[src/rtl/fetch_pkg.sv]
// Shared types for the instruction-fetch prefetch queue.
package fetch_pkg;
    typedef enum logic [1:0] {IDLE, REQ, DISCARD} fetch_state_t;

    typedef struct packed {
        logic [31:0] pc;
        logic [31:0] instr;
    } fetch_entry_t;

    localparam logic [31:0] NOP_INSTR = 32'h0;
endpackage

[src/rtl/fetch_fifo.sv]
// Synchronous FIFO of fetched {pc, instr} pairs; flush wins over push and pop.
module fetch_fifo
    import fetch_pkg::*;
#(
    parameter int DEPTH = 4,
    localparam int AW = $clog2(DEPTH)
) (
    input  logic         CLK,
    input  logic         reset,
    input  logic         push,
    input  logic         pop,
    input  logic         flush,
    input  fetch_entry_t din,
    output fetch_entry_t dout,
    output logic         full,
    output logic         empty,
    output logic [AW:0]  count
);
    fetch_entry_t   mem [DEPTH];
    logic [AW-1:0]  wr_ptr, rd_ptr;
    logic           do_push, do_pop;

    assign full    = (count == (AW+1)'(DEPTH));
    assign empty   = (count == '0);
    assign do_pop  = pop & ~empty;
    // A push into a full queue is accepted only when a pop frees the slot.
    assign do_push = push & (~full | do_pop);
    assign dout    = mem[rd_ptr];

    always_ff @(posedge CLK) begin
        if (reset || flush) begin
            wr_ptr <= '0;
            rd_ptr <= '0;
            count  <= '0;
        end else begin
            if (do_push) wr_ptr <= wr_ptr + AW'(1);
            if (do_pop)  rd_ptr <= rd_ptr + AW'(1);
            case ({do_push, do_pop})
                2'b10:   count <= count + (AW+1)'(1);
                2'b01:   count <= count - (AW+1)'(1);
                default: count <= count;
            endcase
        end
    end

    always_ff @(posedge CLK) begin
        if (do_push && !flush && !reset) mem[wr_ptr] <= din;
    end
endmodule

[src/rtl/ifetch_prefetch_queue.sv]
// IF-stage fetch front end: single-outstanding memory reads feeding a prefetch queue,
// with stall hold and ID-stage redirect (flush + restart).
module ifetch_prefetch_queue
    import fetch_pkg::*;
#(
    parameter int          DEPTH    = 4,
    parameter logic [31:0] RESET_PC = 32'h0000_0000
) (
    input  logic        CLK,
    input  logic        reset,
    input  logic        stall_i,
    input  logic        redirect_i,
    input  logic [31:0] redirect_pc_i,
    output logic        mem_req_o,
    output logic [31:0] mem_addr_o,
    input  logic        mem_ack_i,
    input  logic [31:0] mem_rdata_i,
    output logic        instr_valid_o,
    output logic [31:0] instr_o,
    output logic [31:0] pc_plus4_o
);
    localparam int AW = $clog2(DEPTH);

    fetch_state_t state, state_nxt;
    logic [31:0]  fetch_pc, fetch_pc_nxt, hold_addr, hold_addr_nxt;
    logic         req, ack, push, pop, full, empty;
    logic [AW:0]  count, count_after;
    fetch_entry_t head, din;

    assign din = '{pc: fetch_pc, instr: mem_rdata_i};

    fetch_fifo #(.DEPTH(DEPTH)) u_fifo (
        .CLK   (CLK),
        .reset (reset),
        .push  (push),
        .pop   (pop),
        .flush (redirect_i),
        .din   (din),
        .dout  (head),
        .full  (full),
        .empty (empty),
        .count (count)
    );

    always_comb begin
        req           = 1'b0;
        push          = 1'b0;
        state_nxt     = state;
        fetch_pc_nxt  = fetch_pc;
        hold_addr_nxt = hold_addr;
        case (state)
            IDLE:         req = ~full & ~redirect_i;
            REQ, DISCARD: req = 1'b1;
            default:      req = 1'b0;
        endcase
        if (reset) req = 1'b0;
        ack         = req & mem_ack_i;
        pop         = ~empty & ~stall_i & ~redirect_i;
        count_after = pop ? count : count + (AW+1)'(1);

        if (redirect_i) begin
            fetch_pc_nxt = {redirect_pc_i[31:2], 2'b00};
            if (state == IDLE || ack) begin
                state_nxt = IDLE;
            end else begin
                // Request stays on the bus at its old address; its data is thrown away.
                state_nxt = DISCARD;
                if (state == REQ) hold_addr_nxt = fetch_pc;
            end
        end else if (state == DISCARD) begin
            if (ack) state_nxt = IDLE;
        end else if (ack) begin
            push         = 1'b1;
            fetch_pc_nxt = fetch_pc + 32'd4;
            // Stay in REQ only while a free slot is reserved for the next response.
            state_nxt    = (count_after < (AW+1)'(DEPTH)) ? REQ : IDLE;
        end else if (req) begin
            state_nxt = REQ;
        end
    end

    always_ff @(posedge CLK) begin
        if (reset) begin
            state     <= IDLE;
            fetch_pc  <= RESET_PC;
            hold_addr <= '0;
        end else begin
            state     <= state_nxt;
            fetch_pc  <= fetch_pc_nxt;
            hold_addr <= hold_addr_nxt;
        end
    end

    assign mem_req_o     = req;
    assign mem_addr_o    = !req ? 32'h0 : (state == DISCARD) ? hold_addr : fetch_pc;
    assign instr_valid_o = ~empty;
    assign instr_o       = empty ? NOP_INSTR : head.instr;
    assign pc_plus4_o    = empty ? 32'h0 : head.pc + 32'd4;
endmodule

[config.mk]
export PLATFORM = sky130hd
export DESIGN_NAME = ifetch_prefetch_queue
export DESIGN_NICKNAME = d
export VERILOG_FILES = /design/src/rtl/fetch_pkg.sv /design/src/rtl/fetch_fifo.sv /design/src/rtl/ifetch_prefetch_queue.sv
export SDC_FILE = /design/constraint.sdc
export NUM_CORES = 1
export LEC_CHECK = 0
export CAP_MARGIN = 20
export CORE_UTILIZATION = 40
export DETAILED_ROUTE_END_ITERATION = 8
export MAX_ROUTING_LAYER = met4
export SETUP_SLACK_MARGIN = 0.02
export SLEW_MARGIN = 20
export SYNTH_ARGS = -nofsm -noshare
export SYNTH_HDL_FRONTEND = slang
export SYNTH_SLANG_ARGS = --single-unit
[constraint.sdc]
create_clock -name CLK -period 4 [get_ports CLK]
set_clock_uncertainty 0.2 [all_clocks]
set_input_delay 0.8 -clock CLK [delete_from_list [all_inputs] [get_ports CLK]]
set_output_delay 0.8 -clock CLK [all_outputs]
set_load 0.02 [all_outputs]
* Word level (Yosys, flattened, before mapping)
Memory sizes are Yosys's and may differ from the RTL's. A register that Yosys moved wholly into a read port is not among the register bits.
Index checks and enable logic that the tools add are counted.
** Cells by class
- Multiplexer cells :: 25
- Order comparisons :: 1
- Reductions and logical operators :: 17
- Eq/ne operators :: 7
- $add $sub $neg :: 6
- Bitwise gates (word level) :: 13
** Operator list (count)
- two-way mux 32 bit :: 7
- adder 32 x 3 -> 32 bit, second input constant :: 2
- two-way mux 2 bit :: 8
- two-way mux 1 bit :: 7
- AND 1 bit :: 6
- NOT 1 bit :: 6
- one-hot mux 3 bit (2 select lines) :: 1
- AND reduction 2 bit :: 3
- adder 2 x 1 -> 2 bit, second input constant :: 2
- == test 2 x 1 -> 1 bit, second input constant :: 2
- == test 2 bit, second input constant :: 2
- nonzero test 2 bit :: 2
- OR reduction 2 bit :: 2
- adder 3 x 1 -> 3 bit, second input constant :: 1
- == test 3 bit, second input constant :: 1
- zero test 3 bit :: 1
- less-than comparator 3 bit, second input constant :: 1
- two-way mux 3 bit :: 1
- inequality test 3 bit, second input constant :: 1
- AND reduction 3 bit :: 1
- nonzero test 3 bit :: 1
- subtractor 3 x 1 -> 3 bit, second input constant :: 1
- logical AND 1 bit :: 2
- zero test 1 bit :: 2
- other kinds (5) :: 6
** Word-level totals
- Output and inout port bits :: 98
- Logic and storage cells :: 77
- Memories :: 1
- Bits in writable memories :: 256
- Register bits after elaboration :: 73
** Memories
- u_fifo.mem :: words 4, width 64, read ports 1, clocked after Yosys merged registers in 1, write ports 1, line fetch_fifo.sv:19 : fetch_entry_t mem [DEPTH];

* Logic depth before layout (Yosys ltp)
Gate-level depths: netlist of run 1.
- Depth in word-level cells :: 14
- Gate-level depth with buffers :: 12

* Cells and area by module
Synthesis of run 1 repeated with hierarchy kept, for this count alone.
** Second synthesis, totals
- Cell total of the unflattened synthesis :: 1017
- Area, all modules :: 14347.5 um2
** Modules (own cells, without submodules)
- fetch_fifo :: instances 1, cells an instance 401, sequential area each 7867.5 um2, area each 9859.5 um2
- ifetch_prefetch_queue :: instances 1, cells an instance 616, sequential area each 1241.2 um2, area each 4488.1 um2

* Worst setup path after synthesis of run 1
Ideal clock, no wire load.
- Path kind :: in2reg
- From :: in reset
- To :: mem u_fifo.mem[0][0] in the netlist's numbering, enable pin
- Path slack :: 0.013 ns
- Setup time :: 0.427 ns
- Data required time :: 3.373 ns
- Arrival :: 3.361 ns
- Stages :: 5
- Cells stage by stage :: clkbuf_1 > or2_2 > nor4_1 > o21a_1 > and2_1
** Between the ends
- Cells in the longest elaborated chain, start to end :: 10
** Ends and longest elaborated chain
- start: declaration :: line ifetch_prefetch_queue.sv:10 : input logic reset,
- two-way mux 1 bit :: line ifetch_prefetch_queue.sv:56 : if (reset) req = 1'b0;
- AND 1 bit :: line ifetch_prefetch_queue.sv:57 : ack = req & mem_ack_i;
- two-way mux 1 bit :: line ifetch_prefetch_queue.sv:72 : end else if (ack) begin
- two-way mux 1 bit :: line ifetch_prefetch_queue.sv:70 : end else if (state == DISCARD) begin
- two-way mux 1 bit :: line ifetch_prefetch_queue.sv:61 : if (redirect_i) begin
- AND 1 bit :: line fetch_fifo.sv:27 : assign do_push = push & (~full | do_pop);
- logical AND 1 bit :: line fetch_fifo.sv:47 : if (do_push && !flush && !reset) mem[wr_ptr] <= din;
- logical AND 1 bit (*) :: line fetch_fifo.sv:47
- two-way mux 1 bit (*) :: line fetch_fifo.sv:47
- two-way mux 1 bit (implied by the code) (*) :: line fetch_fifo.sv:47
- end: declaration :: line fetch_fifo.sv:19
Mark *: on every way between the ends. The rest lies on a longest branch, timed or not.

==> results.md, run 1 <==
* DP HPWL at 20480 um
* Critical path type: reg -> out
* Number of remaining DRC errors at 0
* Dominant cells by area after synthesis: edfxtp_1 53%, dfxtp_1 10%, mux4_2 7.5%, mux2i_1 4.3%, nor2_1 3.0%
* Cell family with most CP delay: simple AND/OR/NAND/NOR gates
* Post-synth ARST share at 0
* Startpoint Class: flop
* Placement-stage cell area at 0.01632 mm^2
* Yosys reg bits at approximately 320
* Largest net degree at the start of global routing at 46
* Non-Filler Instances at 1634
* Min cycle time layout at 3873 ps
* Die height at 189.5 um
* Final hold viol count at 0
* Initial antenna violation count at 0
* Yosys warns at 0
* IO Pins at 167
* Ys flop type: edfxtp_1
* Final wirelength at around 31000 um
* Crit path max fanout at 15
* NumNets Final at about 1.2k
* Multi-input gate area at 0.004870 mm^2
* Die width at 189.5 um
* Worst r2r path cells at 10
* Vias per Instance at approximately 5.2
* Gate power share at 0.060
* Worst path max stage delay at 390 ps
* CP Capture Type: output pin
* Cell taking the most area after synthesis: edfxtp_1
* H-Tree Depth at 2
* Hold EP: hold_addr[31]
* First-pass GRT wire length at 48630 um
* Syn Inst Count at 969
* Initial Util at 0.4072
* Fin Setup TNS at 0 ps
* RSZ-0062 raised after global routing: yes
* Total congestion overflow at 0
* Row count at 68
* Core area at roughly 0.035 mm^2
* TritonCTS clock tree: yes
* Cell Area, Synth at between 0.01 and 0.015 mm^2
* Max IR drop VDD at 0.0002208 V
* Final Wtd Congestion at 0.8010
* Vias at approximately 8.5k
* Final core utilization at 0.5055
* R2R Path End: u_fifo.count[2]
* Sequential fraction of the synthesis area at 0.6304
* Most frequent cells after synthesis: 248 x edfxtp_1, 113 x nor2_1, 71 x dfxtp_1, 61 x mux2i_1, 56 x nand2_1
* Clock tree buffer depth at 3
* Hold Buf Count CTS at 0
* Gr usage total at 0.1801
* FILL cells at about 3.0k
* Synth top area share at 0.5294
* Relative slew margins at 0.5466
* Hold path start: hold_addr[31]
* Switching portion of total power at 0.2148
* Clk pwr share at 0.431
* Layout area overhead at 24.13%
* Mean post-synth cell area at 14.52 um^2
* Netlist cell types at 61
* Pleak at just over 6 nW
* Reg2reg start: state[0]
* Tightest Pin Transition at roughly 670 ps
* Sink Count at around 320
* Post-synth EDFFs at between 200 and 250
* Clk Tree Root Cell: clkbuf_16
* Placed cells at 1568
* Global-route met1 utilization at 0.2512
* Crit path cell chain: buf_12 -> buf_4 -> mux4_2 -> nand4_2 -> nand3b_4 -> nor4_4 -> xnor2_2 -> nor2_1 -> clkdlybuf4s15_1
* HP Class: reg -> reg
* Buf/Inv on CP at 3
* Share of cells above drive strength 1 at 0.1628
* Ant diodes at 0
* Max_cap viols at 0
* Clk Latency, worst-skew pair at approximately 510 ps
* Reg2Reg Setup Slack at 840 ps
* IO buf count at 160
* Finished Cell Area at about 0.017 mm^2
* Overall Power at 7.216 mW
* NetSw at 1.550 mW
* Top-count cell post-synth: edfxtp_1
* Vias in the first global route at a little under 9k
* Die area at 0.03592 mm^2
* Critical Path RT at 3000 ps
* Critical Path AT at 2870 ps
* Slew Viols, Final at 0
* Fmax at 258.2 MHz
* Number of buffers created by CTS at 36
* Grt met3 use at 0.02822
* Sequential cell area at 0.008876 mm^2
* First-pass DRT Iterations at 5
* Initial DRC Count at between 600 and 700
* Fin crit share at 0.9682
* GR peak layer: met2
* Hold path depth at 2
* Drt wl/cell at about 19 um
* Met2 Track Usage GR at 0.2749
* Power density cells at 413.3 mW/mm^2
* Final setup vio count at 0
* Slowest cell on the critical path: dfxtp_4
* Status: finished, final reports clean
* Reg clk slew, reported paths at 60 ps
* Sequential share of power at 0.509
* Pint at about 5.7 mW
* Final antenna-violating net count at 0
==> placed cells by master, fill, tap and decap left out, drive strengths merged, types with 4 or more instances in the layout <==
| master | Yosys | layout |
|---|---|---|
| edfxtp | 248 | 248 |
| clkdlybuf4s50 | 0 | 127 |
| nor2 | 113 | 113 |
| dfxtp | 71 | 71 |
| mux4 | 62 | 62 |
| mux2i | 61 | 61 |
| nand2 | 57 | 57 |
| clkbuf | 30 | 52 |
| and2 | 43 | 43 |
| buf | 27 | 42 |
| xnor2 | 32 | 32 |
| nand3 | 27 | 27 |
| inv | 18 | 19 |
| xor2 | 18 | 18 |
| nand4 | 18 | 18 |
| nor3 | 18 | 18 |
| nor4 | 16 | 16 |
| ha | 15 | 15 |
| a21oi | 14 | 14 |
| clkinv | 0 | 14 |
| and3 | 13 | 13 |
| a211oi | 12 | 12 |
| dlygate4sd2 | 0 | 11 |
| a31oi | 11 | 11 |
| dlymetal6s2s | 0 | 7 |
| or3 | 5 | 5 |
| nand2b | 5 | 5 |
| o21ai | 4 | 4 |
| conb | 1 | 4 |
| clkdlybuf4s15 | 0 | 4 |
| nor2b | 4 | 4 |
| nand3b | 3 | 4 |
==> logic make-up after synthesis <==
group | share of synthesized area
muxes | 0.1467
xor gates and xnor gates | 0.03113
buffers and inverters | 0.02811
DFF | 0.6304
adders and majority gates | 0.01334
AOI/OAI and AO/OA | 0.02642
other | 0.0002666
and+or+nand+nor | 0.1236
==> tightest hold or removal path, delay by kind of cell, from the launching register on <==
family / cells / cell delay (ps)
flops: 1 / 320
mux: 1 / 70
simple gates: 1 / 70
==> how the worst max path moves through the flow <==
stage / from / endpoint / slack, ps / depth (start not counted)
3_3_place_gp: flop / pc_plus4_o[24] / 120 / 8
4_1_cts: flop / pc_plus4_o[30] / 20 / 9
2_1_floorplan: reset / u_fifo.mem[0][0] / 690 / 5
5_1_grt: flop / pc_plus4_o[23] / -50 / 9
3_5_place_dp: flop / pc_plus4_o[12] / 110 / 7
6_report: flop / pc_plus4_o[23] / 130 / 9
==> sequential cells by signal (all words and copies together) (netlist names), named ones only <==
| register | cells |
|---|---|
| u_fifo.mem | 248 |
| fetch_pc | 30 |
| hold_addr | 30 |
| u_fifo.count | 3 |
| state | 2 |
| u_fifo.rd_ptr | 2 |
| u_fifo.wr_ptr | 2 |
==> per-stage QoR <==
step / worst slack, ps / hold WS, ps
2_1_floorplan: 687.3 / 254.8
3_3_place_gp: 115.7 / 274.4
3_5_place_dp: 110.3 / 283.4
4_1_cts: 23.73 / 297.8
5_1_grt: -47.54 / 318.9
6_report: 127.2 / 294.7
==> layer usage <==
metal  wire, um  share of wire
met1      14760           0.47
met2      14290           0.46
met5          0              0
met3       1582          0.051
met4        615          0.020
==> layout make-up <==
| class | instances | area share |
|---|---|---|
| repair buffers | 200 | 0.1119 |
| clock buffers | 43 | 0.05310 |
| clock inverters | 21 | 0.01132 |
| well taps | 455 | 0.03260 |
| inverters | 18 | 0.003869 |
| flip-flops and latches | 319 | 0.5083 |
| multi-input cells | 578 | 0.2789 |
==> power groups by stage <==
| stage | registers [mW] | logic (mW) | clock network (mW) |
|---|---|---|---|
| global route | 3.68 | 0.466 | 3.33 |
| global placement | 3.74 | 0.433 | 0 |
| detailed placement | 3.74 | 0.436 | 0 |
| floorplan | 3.72 | 0.233 | 0 |
| CTS | 3.67 | 0.434 | 3.20 |
| finish | 3.67 | 0.430 | 3.11 |
==> what timing repair did <==
item	4_1_cts	5_1_grt
setup endpoints to repair	44	26
gates resized for setup	39	39
pin swaps	1	2
cloned	0	1
buffers inserted	1	0
No activity file was read; power rests on OpenSTA's default activity.
==> run 2, diff against run 1 <==
==> constraint.sdc (replaced) <==
create_clock -name CLK -period 4.9 [get_ports CLK]
set_clock_uncertainty 0.2 [all_clocks]
set_input_delay 0.98 -clock CLK [delete_from_list [all_inputs] [get_ports CLK]]
set_output_delay 0.98 -clock CLK [all_outputs]
set_load 0.02 [all_outputs]
==> run 2 against run 1 <==
  * First-iteration DRC count is 9.5% lower
  * Register-to-register slack better by 690 ps
  * Die area did not move
  * Count of clock-buffer cells in the layout is 1 lower
  * Cell area about the same
  * Flip-flop and latch count unchanged
  * Power is 18% lower
  * Hold slack improved by 1.2 ps
  * Final cell count decreased by 0.55%
  * Non-clock buffer count is 6 lower
  * Core utilization about the same
  * Critical path type unchanged
  * Critical endpoint is now pc_plus4_o[12]
  * Largest power group unchanged
  * Highest routed layer unchanged
==> results.md, run 2 (synthesis results as in run 1) <==
* Most common cell after layout, fill and taps aside: edfxtp_1 (unchanged)
* Gate power share at 0.059 (was 0.060)
* RSZ-0062 raised after global routing: no (was yes)
* Final WS setup at 275.4 ps (was 127.2 ps)
* Final antenna-violating net count at 0 (unchanged)
* Post-place setup slack at 532.3 ps (was 110.3 ps)
* Switching portion of total power at 0.2168 (was 0.2148)
* First-pass DRT Iterations at 5 (unchanged)
* Crit path max fanout at 15 (unchanged)
* Max reg flops at 248 (unchanged)
* CP Capture Type: output pin (unchanged)
* Final Wtd Congestion at 0.8372 (was 0.8010)
* Final setup vio count at 0 (unchanged)
* Core area at 0.03454 mm^2 (unchanged)
* IO Pins at 167 (unchanged)
* Vias per Instance at 5.171 (was 5.191)
* Drt wl/cell at 19.03 um (was 19.12 um)
* Biggest register: u_fifo.mem (unchanged)
* Total congestion overflow at 0 (unchanged)
* Max_cap viols at 0 (unchanged)
* Gr usage total at 0.1775 (was 0.1801)
* Initial antenna violation count at 0 (unchanged)
* First-pass GRT wire length at 48000 um (was 48630 um)
* Commonest cells after routing, fill and taps aside: 248 x edfxtp_1, 159 x clkdlybuf4s50_1, 113 x nor2_1 (was 248 x edfxtp_1, 127 x clkdlybuf4s50_1, 113 x nor2_1)
* IO buf count at 160 (unchanged)
* Cell family with most CP delay: simple AND/OR/NAND/NOR gates (unchanged)
* Startpoint Class: flop (unchanged)
* Fin Setup TNS at 0 ps (unchanged)
* Placed cells at 1556 (was 1568)
* Die area at 0.03592 mm^2 (unchanged)
* Initial Util at 0.4072 (unchanged)
* Ant diodes at 0 (unchanged)
* Die height at 189.5 um (unchanged)
* Critical Path AT at 3440 ps (was 2870 ps)
* Clk Latency, worst-skew pair at 510 ps (about the same)
* Overall Power at 5.938 mW (was 7.216 mW)
* Crit path cell chain: mux4_1 -> ha_1 -> and2_1 -> nand3_2 -> or3_1 -> a21oi_1 -> clkdlybuf4s50_1 (was buf_12 -> buf_4 -> mux4_2 -> nand4_2 -> nand3b_4 -> nor4_4 -> xnor2_2 -> nor2_1 -> clkdlybuf4s15_1)
* Power density cells at 340.1 mW/mm^2 (was 413.3 mW/mm^2)
* Slew Viols, Final at 0 (unchanged)
* Clk Tree Root Cell: clkbuf_16 (unchanged)
* Initial DRC Count at 560 (was 619)
* Slowest cell on the critical path: clkdlybuf4s50_1 (was dfxtp_4)
* Clock tree buffer depth at 3 (unchanged)
* Worst path max stage delay at 700 ps (was 390 ps)
* Clk pwr share at 0.436 (was 0.431)
* Non-Filler Instances at 1625 (was 1634)
* Vias in the first global route at 8435 (was 8685)
* Worst hold slack at 295.9 ps (was 294.7 ps)
* TritonCTS clock tree: yes (unchanged)
* DP HPWL at 20400 um (was 20480 um)
* Max IR drop VDD at 0.0002295 V (was 0.0002208 V)
* Sink Count at 319 (unchanged)
* Largest net degree at the start of global routing at 63 (was 46)
* NumNets Final at 1229 (was 1237)
* Critical path type: reg -> out (unchanged)
* Pint at 4.651 mW (was 5.666 mW)
* Critical Path RT at 3720 ps (was 3000 ps)
* Status: finished, final reports clean (unchanged)
* Fin crit share at 0.9438
* NetSw at 1.287 mW (was 1.550 mW)
* Sequential share of power at 0.506 (was 0.509)
* Fmax at around 220 MHz
* H-Tree Depth at 2 (unchanged)
* Die width at 189.5 um (unchanged)
* Final wirelength at 30930 um (was 31250 um)
* Tightest Pin Transition at 822.4 ps (was 670.7 ps)
* Layout area overhead at 24.09% (was 24.13%)
* Reg clk slew, reported paths at 60 ps (about the same)
* Row count at 68 (unchanged)
* Number of remaining DRC errors at 0 (unchanged)
* Vias at 8403 (was 8482)
* Largest regs: u_fifo.mem x248, fetch_pc x30, hold_addr x30 (unchanged)
* Share of cells above drive strength 1 at 0.1427 (was 0.1628)
* HP Class: reg -> reg (unchanged)
* Number of buffers created by CTS at 35 (was 36)
* Relative slew margins at 0.4518 (was 0.5466)
* Min cycle time layout at 4625 ps
* Pleak at 5.834 nW (was 6.068 nW)
* Final hold viol count at 0 (unchanged)
* Buf/Inv on CP at 1 (was 3)
run 2: changes by cell type in the layout (fill, tap and decap cells not counted), moves of 5 or more:
cell             previous run  this run
clkdlybuf4s50_1           127       159
dlygate4sd2_1              11         0
clkbuf_2                    8         0
dlymetal6s2s_1              7         0
buf_4                      30        25
mux4_1                     10        15
mux4_2                     52        47
run 2: layout make-up:
class                           instances  area, um^2
Clock inverter                         20       196.4
Tap cell                              455       569.3
Timing Repair Buffer                  194        1964
Sequential cell                       319        8874
Fill cell                            2994       17090
Inverter                               18       67.56
Multi-Input combinational cell        577        4842
Clock buffer                           42       943.4
run 2: final timing paths:
kind,depth (start not counted),start,end,slack [ps]
max,7,flop,pc_plus4_o[12],280
min,2,hold_addr[30],hold_addr[30],300
max reg2reg,8,state[0],u_fifo.mem[2][29],1530
min reg2reg,2,hold_addr[30],hold_addr[30],300
run 2: what timing repair did:
| item | 4_1_cts | 5_1_grt |
|---|---|---|
| gates resized for setup | 0 | 3 |
| endpoints found under the setup margin | 0 | 6 |
| buffers inserted | 0 | 7 |
| hold buffers | 0 | 0 |
run 2: through the flow:
step	utilization	instance area [um^2]
2_1_floorplan	-	14080
3_3_place_gp	0.4700	16230
3_5_place_dp	0.4700	16230
4_1_cts	0.5030	17370
5_1_grt	0.5054	17460
6_report	0.5054	17460
run 2: metal layers:
layer	track usage	part of all wire
met1	0.2491	0.47
met2	0.2713	0.46
met3	0.02822	0.055
met4	0.04125	0.017
met5	-	0
run 2: power groups by stage:
stage / clock, mW / sequential, mW / combinational, mW
5_1_grt: 2.76 / 3.01 / 0.376
4_1_cts: 2.65 / 3.00 / 0.351
3_5_place_dp: 0 / 3.06 / 0.349
6_report: 2.59 / 3.00 / 0.348
2_1_floorplan: 0 / 3.04 / 0.190
3_3_place_gp: 0 / 3.06 / 0.347
run 2: worst reg2reg max path, delay by kind of cell, from the launching register on:
family          cells  cell delay (ps)
simple gates        3             1000
buf+inv             3              710
fa+ha+maj           1              440
flops               1              380
compound gates      1              310
==> run 3, diff against run 2 <==
--- a/config.mk
+++ b/config.mk
@@ -6,6 +6,7 @@
 export NUM_CORES = 1
 export LEC_CHECK = 0
 export CAP_MARGIN = 20
+export CORE_ASPECT_RATIO = 1.5
 export CORE_UTILIZATION = 40
 export DETAILED_ROUTE_END_ITERATION = 8
 export MAX_ROUTING_LAYER = met4
==> run 3 against run 2 <==
  * Flip-flop and latch count is the same
  * Sequential share of layout area grew 0.92 points
  * Hold slack lost 1.8 ps
  * Sequential power is essentially flat
  * Die area is essentially flat
  * Clock power shrank 13%
  * First-iteration DRC count shrank 27%
  * Register-to-register slack gained 40 ps
==> results.md, run 3 (synthesis results as in run 1) <==
* Number of remaining DRC errors at 0 (unchanged)
* Vias per Instance at 5.144 (was 5.171)
* Layout area overhead at 21.92% (was 24.09%)
* H-Tree Depth at 1 (was 2)
* Most common cell after layout, fill and taps aside: edfxtp_1 (unchanged)
* Fin Setup TNS at 0 ps (unchanged)
* Slowest cell on the critical path: clkdlybuf4s50_1 (unchanged)
* Final hold viol count at 0 (unchanged)
* Clk Latency, worst-skew pair at 550 ps (was 510 ps)
* Share of cells above drive strength 1 at 0.1299 (was 0.1427)
* Cell family with most CP delay: simple AND/OR/NAND/NOR gates (unchanged)
* Core area at 0.03448 mm^2 (was 0.03454 mm^2)
* Worst r2r path cells at 10 (was 8)
* Drt wl/cell at 18.63 um (was 19.03 um)
* DP HPWL at 20000 um (was 20400 um)
* Vias in the first global route at 8431 (was 8435)
* Vias at 8344 (was 8403)
* Clock tree buffer depth at 3 (unchanged)
* Global-route met1 utilization at 0.2008 (was 0.2491)
* CP endpoint: pc_plus4_o[31] (was pc_plus4_o[12])
* Startpoint Class: flop (unchanged)
* Final Wtd Congestion at 0.8493 (was 0.8372)
* Reg2Reg Setup Slack at 1570 ps (was 1530 ps)
* Initial DRC Count at 409 (was 560)
* Max_cap viols at 0 (unchanged)
* Met2 Track Usage GR at 0.3162 (was 0.2713)
* Final setup vio count at 0 (unchanged)
* RSZ-0062 raised after global routing: no (unchanged)
* Relative slew margins at 0.4901 (was 0.4518)
* Slew Viols, Final at 0 (unchanged)
* Final antenna-violating net count at 0 (unchanged)
* Pleak at 5.692 nW (was 5.834 nW)
* Initial Util at 0.4080 (was 0.4072)
* Buf/Inv on CP at 1 (unchanged)
* First-pass GRT wire length at 47240 um (was 48000 um)
* Number of buffers created by CTS at 30 (was 35)
* Worst path max stage delay at 670 ps (was 700 ps)
* Die area at 0.03594 mm^2 (was 0.03592 mm^2)
* Commonest cells after routing, fill and taps aside: 248 x edfxtp_1, 159 x clkdlybuf4s50_1, 113 x nor2_1 (unchanged)
* Worst hold slack at 294.1 ps (was 295.9 ps)
* Critical path type: reg -> out (unchanged)
* NumNets Final at 1215 (was 1229)
* Row count at 83 (was 68)
* Gr usage total at 0.1769 (was 0.1775)
* Crit path max fanout at 12 (was 15)
* R2R Path End: u_fifo.count[2] (was u_fifo.mem[2][29])
* GR peak layer: met2 (unchanged)
* Grt met3 use at 0.01926 (was 0.02822)
* Max reg flops at 248 (unchanged)
* IO buf count at 160 (unchanged)
* Critical Path AT at 3470 ps (was 3440 ps)
* Max IR drop VDD at 0.0002148 V (was 0.0002295 V)
* Clk Tree Root Cell: clkbuf_16 (unchanged)
* Fmax at 215.2 MHz (was 216.2 MHz)
* Fin crit share at 0.9482 (was 0.9438)
* HP Class: reg -> reg (unchanged)
* Reg clk slew, reported paths at 60 ps (about the same)
* Tightest Pin Transition at 764.8 ps (was 822.4 ps)
* Largest net degree at the start of global routing at 63 (unchanged)
* IO Pins at 167 (unchanged)
* Sink Count at 319 (unchanged)
* Biggest register: u_fifo.mem (unchanged)
* CP Capture Type: output pin (unchanged)
* Largest regs: u_fifo.mem x248, fetch_pc x30, hold_addr x30 (unchanged)
* Min cycle time layout at 4646 ps (was 4625 ps)
* Stages on the worst setup path at 7 (unchanged)
* FILL cells at 3017 (was 2994)
* Power density cells at 326.9 mW/mm^2 (was 340.1 mW/mm^2)
* Ant diodes at 0 (unchanged)
* Crit path cell chain: mux4_1 -> and4_1 -> nand3b_4 -> nor4_2 -> xnor2_1 -> nor2_1 -> clkdlybuf4s50_1 (was mux4_1 -> ha_1 -> and2_1 -> nand3_2 -> or3_1 -> a21oi_1 -> clkdlybuf4s50_1)
* Reg2reg start: state[0] (unchanged)
* First-pass DRT Iterations at 4 (was 5)
* Status: finished, final reports clean (unchanged)
* Hold path depth at 2 (unchanged)
* Critical Path RT at 3720 ps (about the same)
* Die height at 231.7 um (was 189.5 um)
* Total congestion overflow at 0 (unchanged)
* Final wirelength at 30210 um (was 30930 um)
* Initial antenna violation count at 0 (unchanged)
* Die width at 155.1 um (was 189.5 um)
* TritonCTS clock tree: yes (unchanged)
[run 3: worst min path at each step]
stage	from	end	slack, ps
4_1_cts	hold_addr[31]	hold_addr[31]	300
3_3_place_gp	hold_addr[6]	hold_addr[6]	270
5_1_grt	hold_addr[12]	hold_addr[12]	320
6_report	hold_addr[24]	hold_addr[24]	290
3_5_place_dp	hold_addr[12]	hold_addr[12]	290
2_1_floorplan	fetch_pc[9]	u_fifo.mem[0][41]	250
[run 3: area by class of cell]
type	count	area, um^2	share of cell area
Multi-Input combinational cell	577	4836	0.2820
Clock inverter	15	123.9	0.007222
Sequential cell	319	8876	0.5175
Timing Repair Buffer	185	1821	0.1061
Tap cell	467	584.3	0.03407
Clock buffer	41	843.3	0.04917
Inverter	18	67.56	0.003939
[run 3: per-layer routing]
| metal | routed length [um] | up-vias | share of wire |
|---|---|---|---|
| met5 | 0 | - | 0 |
| met4 | 1047 | 0 | 0.035 |
| met3 | 1171 | 53 | 0.039 |
| met2 | 15890 | 208 | 0.53 |
| met1 | 12100 | 4120 | 0.40 |
| li1 | - | 3963 | - |
[run 3: repair_timing]
| item | CTS | global route |
|---|---|---|
| resized for setup | 2 | 2 |
| hold buffers | 0 | 0 |
| endpoints found under the setup margin | 7 | 6 |
| buffers inserted | 1 | 0 |
[run 3: where the power goes]
| group | switching, mW | internal [mW] | total, mW |
|---|---|---|---|
| Clock | 0.960 | 1.31 | 2.26 |
| Combinational | 0.182 | 0.161 | 0.343 |
| Sequential | 0.0510 | 2.95 | 3.00 |
| Total | 1.19 | 4.41 | 5.61 |
[run 3: worst register-to-register path: cells and delay by family (launching register included)]
family,cells,cell delay [ps]
fa+ha+maj,2,780
simple gates,3,900
flops,1,380
compound gates,2,470
buf+inv,3,540
[run 3: stage by stage]
stage / power, mW / worst slack [ps] / util / instance area [um^2] / std cells
6_report: 5.607 / 253.8 / 0.4975 / 17150 / 1622
5_1_grt: 5.806 / 86.32 / 0.4975 / 17150 / 1622
4_1_cts: 5.689 / 25.53 / 0.4972 / 17140 / 1622
3_5_place_dp: 3.404 / 518.2 / 0.4685 / 16150 / 1565
3_3_place_gp: 3.398 / 558.5 / 0.4685 / 16150 / 1565
2_1_floorplan: 3.226 / 732.7 / - / 14080 / 972
